## src/rtl/uart_pkg.sv

```systemverilog
// Shared encodings for the configurable UART transmitter: FSM states,
// parity/stop format codes and the stop-phase length in sample ticks.
package uart_pkg;

   typedef enum logic [2:0] {
      S_IDLE,
      S_START,
      S_DATA,
      S_PARITY,
      S_STOP
   } state_t;

   localparam logic [1:0] PAR_NONE = 2'b00;
   localparam logic [1:0] PAR_EVEN = 2'b01;
   localparam logic [1:0] PAR_ODD  = 2'b10;

   localparam logic [1:0] STOP_1   = 2'b00;
   localparam logic [1:0] STOP_1P5 = 2'b01;
   localparam logic [1:0] STOP_2   = 2'b10;

   // Reserved code 11 falls back to a single stop bit.
   function automatic int stop_ticks(input logic [1:0] stop, input int oversample);
      case (stop)
         STOP_1:   return oversample;
         STOP_1P5: return (3 * oversample) / 2;
         STOP_2:   return 2 * oversample;
         default:  return oversample;
      endcase
   endfunction

endpackage

```

## src/rtl/uart_tx_cfg_sync_fifo.sv

```systemverilog
// Synchronous FIFO with first-word-fall-through head; push while full and
// pop while empty are dropped internally.
module sync_fifo #(
   parameter int WIDTH = 8,
   parameter int DEPTH = 4
) (
   input  logic                       clk,
   input  logic                       rst_n,
   input  logic                       push,
   input  logic [WIDTH-1:0]           push_data,
   input  logic                       pop,
   output logic [WIDTH-1:0]           head,
   output logic                       full,
   output logic                       empty,
   output logic [$clog2(DEPTH+1)-1:0] level
);

   localparam int PTR_W = $clog2(DEPTH);
   localparam int LVL_W = $clog2(DEPTH + 1);

   logic [WIDTH-1:0] mem [DEPTH];
   logic [PTR_W-1:0] wr_ptr;
   logic [PTR_W-1:0] rd_ptr;
   logic [LVL_W-1:0] count;
   logic             push_ok;
   logic             pop_ok;

   assign full    = (count == LVL_W'(DEPTH));
   assign empty   = (count == '0);
   assign push_ok = push & ~full;
   assign pop_ok  = pop & ~empty;
   assign head    = mem[rd_ptr];
   assign level   = count;

   always_ff @(posedge clk) begin
      if (push_ok) begin
         mem[wr_ptr] <= push_data;
      end
   end

   // Pointers wrap naturally because DEPTH is a power of two.
   always_ff @(posedge clk or negedge rst_n) begin
      if (!rst_n) begin
         wr_ptr <= '0;
         rd_ptr <= '0;
         count  <= '0;
      end else begin
         if (push_ok) wr_ptr <= wr_ptr + PTR_W'(1);
         if (pop_ok)  rd_ptr <= rd_ptr + PTR_W'(1);
         case ({push_ok, pop_ok})
            2'b10:   count <= count + LVL_W'(1);
            2'b01:   count <= count - LVL_W'(1);
            default: count <= count;
         endcase
      end
   end

endmodule

```

## src/rtl/uart_tx_cfg.sv

```systemverilog
// UART transmitter with TX FIFO; data width, parity and stop length are
// sampled when a byte leaves the FIFO and held for that whole frame.
module uart_tx_cfg
   import uart_pkg::*;
#(
   parameter int MAX_DATA_BITS = 8,
   parameter int OVERSAMPLE    = 16,
   parameter int FIFO_DEPTH    = 4
) (
   input  logic                                clk,
   input  logic                                rst_n,
   input  logic                                i_sample_tick,
   input  logic [$clog2(MAX_DATA_BITS+1)-1:0]  i_cfg_data_bits,
   input  logic [1:0]                          i_cfg_parity,
   input  logic [1:0]                          i_cfg_stop,
   input  logic                                i_tx_valid,
   input  logic [MAX_DATA_BITS-1:0]            i_tx_data,
   output logic                                o_tx_ready,
   output logic                                o_tx,
   output logic                                o_tx_busy,
   output logic                                o_tx_done_tick,
   output logic [$clog2(FIFO_DEPTH+1)-1:0]     o_fifo_level
);

   localparam int DB_W  = $clog2(MAX_DATA_BITS + 1);
   localparam int CNT_W = $clog2(2 * OVERSAMPLE);
   localparam logic [CNT_W-1:0] BIT_END = CNT_W'(OVERSAMPLE - 1);

   state_t                   state;
   logic [CNT_W-1:0]         tick_cnt;
   logic [CNT_W-1:0]         stop_end;
   logic [MAX_DATA_BITS-1:0] shift;
   logic [DB_W-1:0]          bit_idx;
   logic [DB_W-1:0]          bits_lat;
   logic                     par_en;
   logic                     par_odd;
   logic                     par_acc;
   logic                     tx_reg;
   logic                     done_reg;

   logic [MAX_DATA_BITS-1:0] fifo_head;
   logic                     fifo_full;
   logic                     fifo_empty;
   logic                     pop;
   logic                     stop_done;
   logic [DB_W-1:0]          eff_bits;
   logic                     cfg_par_en;
   logic                     cfg_par_odd;

   sync_fifo #(
      .WIDTH (MAX_DATA_BITS),
      .DEPTH (FIFO_DEPTH)
   ) u_fifo (
      .clk       (clk),
      .rst_n     (rst_n),
      .push      (i_tx_valid),
      .push_data (i_tx_data),
      .pop       (pop),
      .head      (fifo_head),
      .full      (fifo_full),
      .empty     (fifo_empty),
      .level     (o_fifo_level)
   );

   assign eff_bits = (i_cfg_data_bits < DB_W'(5) || i_cfg_data_bits > DB_W'(MAX_DATA_BITS))
                   ? DB_W'(MAX_DATA_BITS) : i_cfg_data_bits;

   always_comb begin
      cfg_par_en  = 1'b0;
      cfg_par_odd = 1'b0;
      case (i_cfg_parity)
         PAR_NONE: cfg_par_en = 1'b0;
         PAR_EVEN: cfg_par_en = 1'b1;
         PAR_ODD: begin
            cfg_par_en  = 1'b1;
            cfg_par_odd = 1'b1;
         end
         default:  cfg_par_en = 1'b0;
      endcase
   end

   // A new frame is loaded either from IDLE or on the last stop tick, so
   // consecutive frames leave no idle gap on the line.
   assign stop_done = (state == S_STOP) && i_sample_tick && (tick_cnt == stop_end);
   assign pop       = ~fifo_empty && ((state == S_IDLE) || stop_done);

   assign o_tx_ready     = ~fifo_full;
   assign o_tx           = tx_reg;
   assign o_tx_busy      = (state != S_IDLE);
   assign o_tx_done_tick = done_reg;

   // tx_reg always takes the line level of the state being entered.
   always_ff @(posedge clk or negedge rst_n) begin
      if (!rst_n) begin
         state    <= S_IDLE;
         tick_cnt <= '0;
         stop_end <= '0;
         shift    <= '0;
         bit_idx  <= '0;
         bits_lat <= '0;
         par_en   <= 1'b0;
         par_odd  <= 1'b0;
         par_acc  <= 1'b0;
         tx_reg   <= 1'b1;
         done_reg <= 1'b0;
      end else begin
         done_reg <= 1'b0;
         case (state)
            S_IDLE: tx_reg <= 1'b1;
            S_START: begin
               if (i_sample_tick) begin
                  if (tick_cnt == BIT_END) begin
                     tick_cnt <= '0;
                     state    <= S_DATA;
                     tx_reg   <= shift[0];
                  end else begin
                     tick_cnt <= tick_cnt + CNT_W'(1);
                  end
               end
            end
            S_DATA: begin
               if (i_sample_tick) begin
                  if (tick_cnt == BIT_END) begin
                     tick_cnt <= '0;
                     shift    <= shift >> 1;
                     par_acc  <= par_acc ^ shift[0];
                     bit_idx  <= bit_idx + DB_W'(1);
                     if (bit_idx == bits_lat - DB_W'(1)) begin
                        if (par_en) begin
                           state  <= S_PARITY;
                           tx_reg <= par_acc ^ shift[0] ^ par_odd;
                        end else begin
                           state  <= S_STOP;
                           tx_reg <= 1'b1;
                        end
                     end else begin
                        tx_reg <= shift[1];
                     end
                  end else begin
                     tick_cnt <= tick_cnt + CNT_W'(1);
                  end
               end
            end
            S_PARITY: begin
               if (i_sample_tick) begin
                  if (tick_cnt == BIT_END) begin
                     tick_cnt <= '0;
                     state    <= S_STOP;
                     tx_reg   <= 1'b1;
                  end else begin
                     tick_cnt <= tick_cnt + CNT_W'(1);
                  end
               end
            end
            S_STOP: begin
               if (i_sample_tick) begin
                  if (tick_cnt == stop_end) begin
                     tick_cnt <= '0;
                     done_reg <= 1'b1;
                     state    <= S_IDLE;
                     tx_reg   <= 1'b1;
                  end else begin
                     tick_cnt <= tick_cnt + CNT_W'(1);
                  end
               end
            end
            default: begin
               state  <= S_IDLE;
               tx_reg <= 1'b1;
            end
         endcase

         if (pop) begin
            state    <= S_START;
            tx_reg   <= 1'b0;
            tick_cnt <= '0;
            shift    <= fifo_head;
            bit_idx  <= '0;
            bits_lat <= eff_bits;
            par_en   <= cfg_par_en;
            par_odd  <= cfg_par_odd;
            par_acc  <= 1'b0;
            stop_end <= CNT_W'(stop_ticks(i_cfg_stop, OVERSAMPLE) - 1);
         end
      end
   end

endmodule

```

## config.mk

```make
export PLATFORM = sky130hd
export DESIGN_NAME = uart_tx_cfg
export DESIGN_NICKNAME = d
export VERILOG_FILES = /design/src/rtl/uart_pkg.sv /design/src/rtl/uart_tx_cfg_sync_fifo.sv /design/src/rtl/uart_tx_cfg.sv
export SDC_FILE = /design/constraint.sdc
export NUM_CORES = 1
export LEC_CHECK = 0
export ABC_AREA = 1
export CAP_MARGIN = 30
export CORE_MARGIN = 3
export CORE_UTILIZATION = 50
export DETAILED_ROUTE_END_ITERATION = 10
export PLACE_DENSITY = 0.7
export SLEW_MARGIN = 0
export SYNTH_ARGS = -nofsm -noshare
export SYNTH_HDL_FRONTEND = slang
export SYNTH_SLANG_ARGS = --single-unit
export TNS_END_PERCENT = 10
```

## constraint.sdc

```tcl
create_clock -name clk -period 6.1 [get_ports clk]
set_input_delay 0.61 -clock clk [delete_from_list [all_inputs] [get_ports clk]]
set_output_delay 0.61 -clock clk [all_outputs]
set_load 0.01 [all_outputs]
```

==> flow_summary.yaml <==
synth:
  synthCells: 387
  synth_seq_area_share_pct: 54.2
  mappedNetlistArea_sq_um: 3580
  yosys_warnings: 0
  async_flop_share_pct: 54.9
  synthFlopType: "dfrtp_1"
  ys_ff_latch: 71
  synth-edff-count: 32
  synth_area_per_cell_sq_um: 9.24
  ys_types: 29
  syn-num-nets: 420
worst_setup_path:
  cp.arrival_ns: 3.34
  crit_slowest_cell: "clkdlybuf4s50_1"
  critPathRequiredTime_ns: 6.33
  slowest_delay_ns: 0.45
  path_buf_inv: 4
  cp-end-kind: "register"
  cp_max_fo: 39
  worstPathCellList: "clkdlybuf4s50_1, inv_1, nor2_2, nand3_2, nand2_2, nand2_2, inv_2, ha_1, inv_1, fa_1, a21oi_1, o21ai_0, xnor2_1"
  start_kind: "input pin"
  path_class: "in -> reg"
  cp_top_family: "buffers and inverters"
clock_tree:
  cts_tree: "yes"
  holdBufCountCts: 0
  cts_buffers: 9
  h-tree-depth: 3
  cts-resized-gates: 0
  clk_latency_ns: 0.35
  postCtsSetupBuffers: 0
  cts_root_buf: "clkbuf_8"
  cts_max_path_buffers: 2
  path_clk_slew_ns: 0.08
  cts_sinks: 71
finish:
  n_antenna_cell: 0
  design_area_sq_um: 4080
  fin_nets: 448
  syn2layout_area_growth_pct: 13.9
  fillers: 621
  drive_gt1_share_pct: 10.7
sta:
  max_freq_ghz: 0.322
  setup_viol: 0
  setup_tns_ns: 0
  finalHoldViolCount: 0
  post-route-min-period_ns: 3.11
  whs_ns: 0.373
  tightest_slew_ns: 0.862
  drv_slew: 0
  min_period_over_period_pct: 51.0
  fin_ws_ns: 2.99
  skew_ns: 0.00986
  max_slew_margin_pct: 42.5
  rsz0062_at_grt: "no"
placement:
  io_buffers: 26
  dpl-instance-area_sq_um: 3880
  place_hpwl_um: 4370
  pre_cts_ws_ns: 2.63
  place_congestion: 0.891
pwr:
  power_density_nw_per_um2: 463
  p_clk_share_pct: 19.3
  seqPwrFrac_pct: 40.2
  pwr-share-comb_pct: 40.4
  vdd_drop_max_v: 0.000260
  power_leakage_nw: 1.82
  p_sw_mw: 0.761
  p_sw_share_pct: 40.4
  p_int_mw: 1.12
  p_total_mw: 1.89
floorplanning:
  die_area_sq_um: 8210
  dieWidth_um: 90.6
  die_h_um: 90.6
  core_area_sq_um: 6870
  io_pins: 27
  start_util_pct: 52.1
  core.rowCount: 30
route:
  num_vias: 2590
  drc: 0
  drt_iter0_drc: 162
  routed_via_density: 5.02
  wl_per_cell_um: 12.2
  drt_pass1_iterations: 6
  ant_nets: 0
  finalWirelength_um: 6290
job:
  drv_cap: 0
global_routing:
  antenna_found_initial: 0
  grt_pass1_vias: 2500
  grt_start_max_net_pins: 40
  track_usage_pct: 17.2
  gr-total-overflow: 0
  grt_pass1_wl_um: 11200
run_status:
  status: "finished, final reports clean"
worst_hold_path:
  hold_class: "in -> async"
==> cell families after synthesis <==
family          share of synthesized area (%)
simple gates                             22.7
flops                                    54.2
buf+inv                                  7.62
compound gates                           8.01
fa+ha+maj                                4.76
xor+xnor                                 2.69
==> cells in the final DEF, fill, tap and decap left out, types with 3 or more instances in the layout <==
master           Yosys  routed
inv_2                5       5
ha_1                12      12
o21ai_0             27      27
nand2_2              7       7
nand3_1             30      30
nand4_1              7       7
nor2_1              36      36
nand3_2              6       6
edfxtp_1            32      32
xor2_1               8       8
o21ai_2              4       4
nand2_1             85      85
dfrtp_1             38      38
o22ai_1              9       9
nor2_2               4       4
xnor2_1              3       3
inv_1               48      48
clkbuf_8             0       9
o21ai_1              5       5
a21oi_1              4       4
clkdlybuf4s50_1      0      25
==> power by group through the flow <==
stage	sequential, mW	clock (mW)	combinational, mW
after floorplan	0.736	0	0.634
after global routing	0.776	0.404	0.887
after detailed placement	0.768	0	0.766
after global placement	0.765	0	0.747
after CTS	0.758	0.377	0.771
final	0.758	0.365	0.762
==> stage by stage <==
stage          utilization, %  std cells
3_3_place_gp             56.5        500
2_1_floorplan               -        387
3_5_place_dp             56.5        500
5_1_grt                  59.3        516
4_1_cts                  59.3        516
6_report                 59.3        516
==> metal layers <==
layer	GRT usage [%]	share of wire (%)
met3	5.92	4.1
met5	0	0
met1	21.6	46
met4	6.51	1.5
met2	27.4	48
==> cells in the mapped netlist, types with 2 or more instances <==
| cell type | n | area (sq um) |
|---|---|---|
| nor2_1 | 36 | 135 |
| a21oi_1 | 4 | 20.0 |
| nand3_2 | 6 | 60.1 |
| nand2_1 | 85 | 319 |
| xnor2_1 | 3 | 26.3 |
| o21ai_2 | 4 | 35.0 |
| inv_1 | 48 | 180 |
| nand2_2 | 7 | 43.8 |
| ha_1 | 12 | 150 |
| nor2_2 | 4 | 25.0 |
| clkbuf_1 | 2 | 7.51 |
| nor3_1 | 2 | 10.0 |
| o21ai_1 | 5 | 25.0 |
| edfxtp_1 | 32 | 961 |
| buf_6 | 5 | 56.3 |
| nand4_1 | 7 | 43.8 |
| o22ai_1 | 9 | 56.3 |
| xor2_1 | 8 | 70.1 |
| dfrtp_1 | 38 | 951 |
| inv_2 | 5 | 18.8 |
| buf_2 | 2 | 10.0 |
| o21ai_0 | 27 | 135 |
| nand3_1 | 30 | 150 |
==> sequential cells by signal, summed over array words and instances (netlist names), 2 cells and up <==
register / count
bit_idx: 4
bits_lat: 4
u_fifo.wr_ptr: 2
u_fifo.rd_ptr: 2
state: 3
shift: 8
stop_end: 3
u_fifo.mem: 32
tick_cnt: 5
u_fifo.level: 3
==> worst register-to-register path: cells and delay by family, from the launching register on <==
kind	cells	cell delay, ns
AOI/OAI and AO/OA	2	0.25
xor gates and xnor gates	1	0.13
adders and majority gates	2	0.58
buffers and inverters	2	0.49
DFF	1	0.44
and+or+nand+nor	6	1.05
==> worst paths after layout <==
| kind | startpoint | end | slack, ns | cells after the start |
|---|---|---|---|---|
| max | i_sample_tick | u_fifo.level[2]$_DFFE_PN0P_ | 2.99 | 13 |
| min | rst_n | state[0]$_DFFE_PN0P_ | 0.37 | 1 |
| max reg2reg | state[0]$_DFFE_PN0P_ | u_fifo.level[2]$_DFFE_PN0P_ | 3.06 | 13 |
| min reg2reg | o_tx$_DFFE_PN1P_ | o_tx$_DFFE_PN1P_ | 0.49 | 2 |
| max in group asynchronous | rst_n | tick_cnt[3]$_DFFE_PN0P_ | 5.18 | 1 |
| min in group clk | o_tx$_DFFE_PN1P_ | o_tx$_DFFE_PN1P_ | 0.49 | 2 |
==> layout make-up <==
cell class	count	area, sq um	share of cell area, %
Multi-Input combinational cell	254	1370	33.5
Sequential cell	71	1940	47.6
Clock inverter	7	72.6	1.78
Inverter	53	199	4.88
Timing Repair Buffer	26	255	6.26
Tap cell	96	120	2.95
Clock buffer	9	124	3.04
No activity file was read; power rests on OpenSTA's default activity.
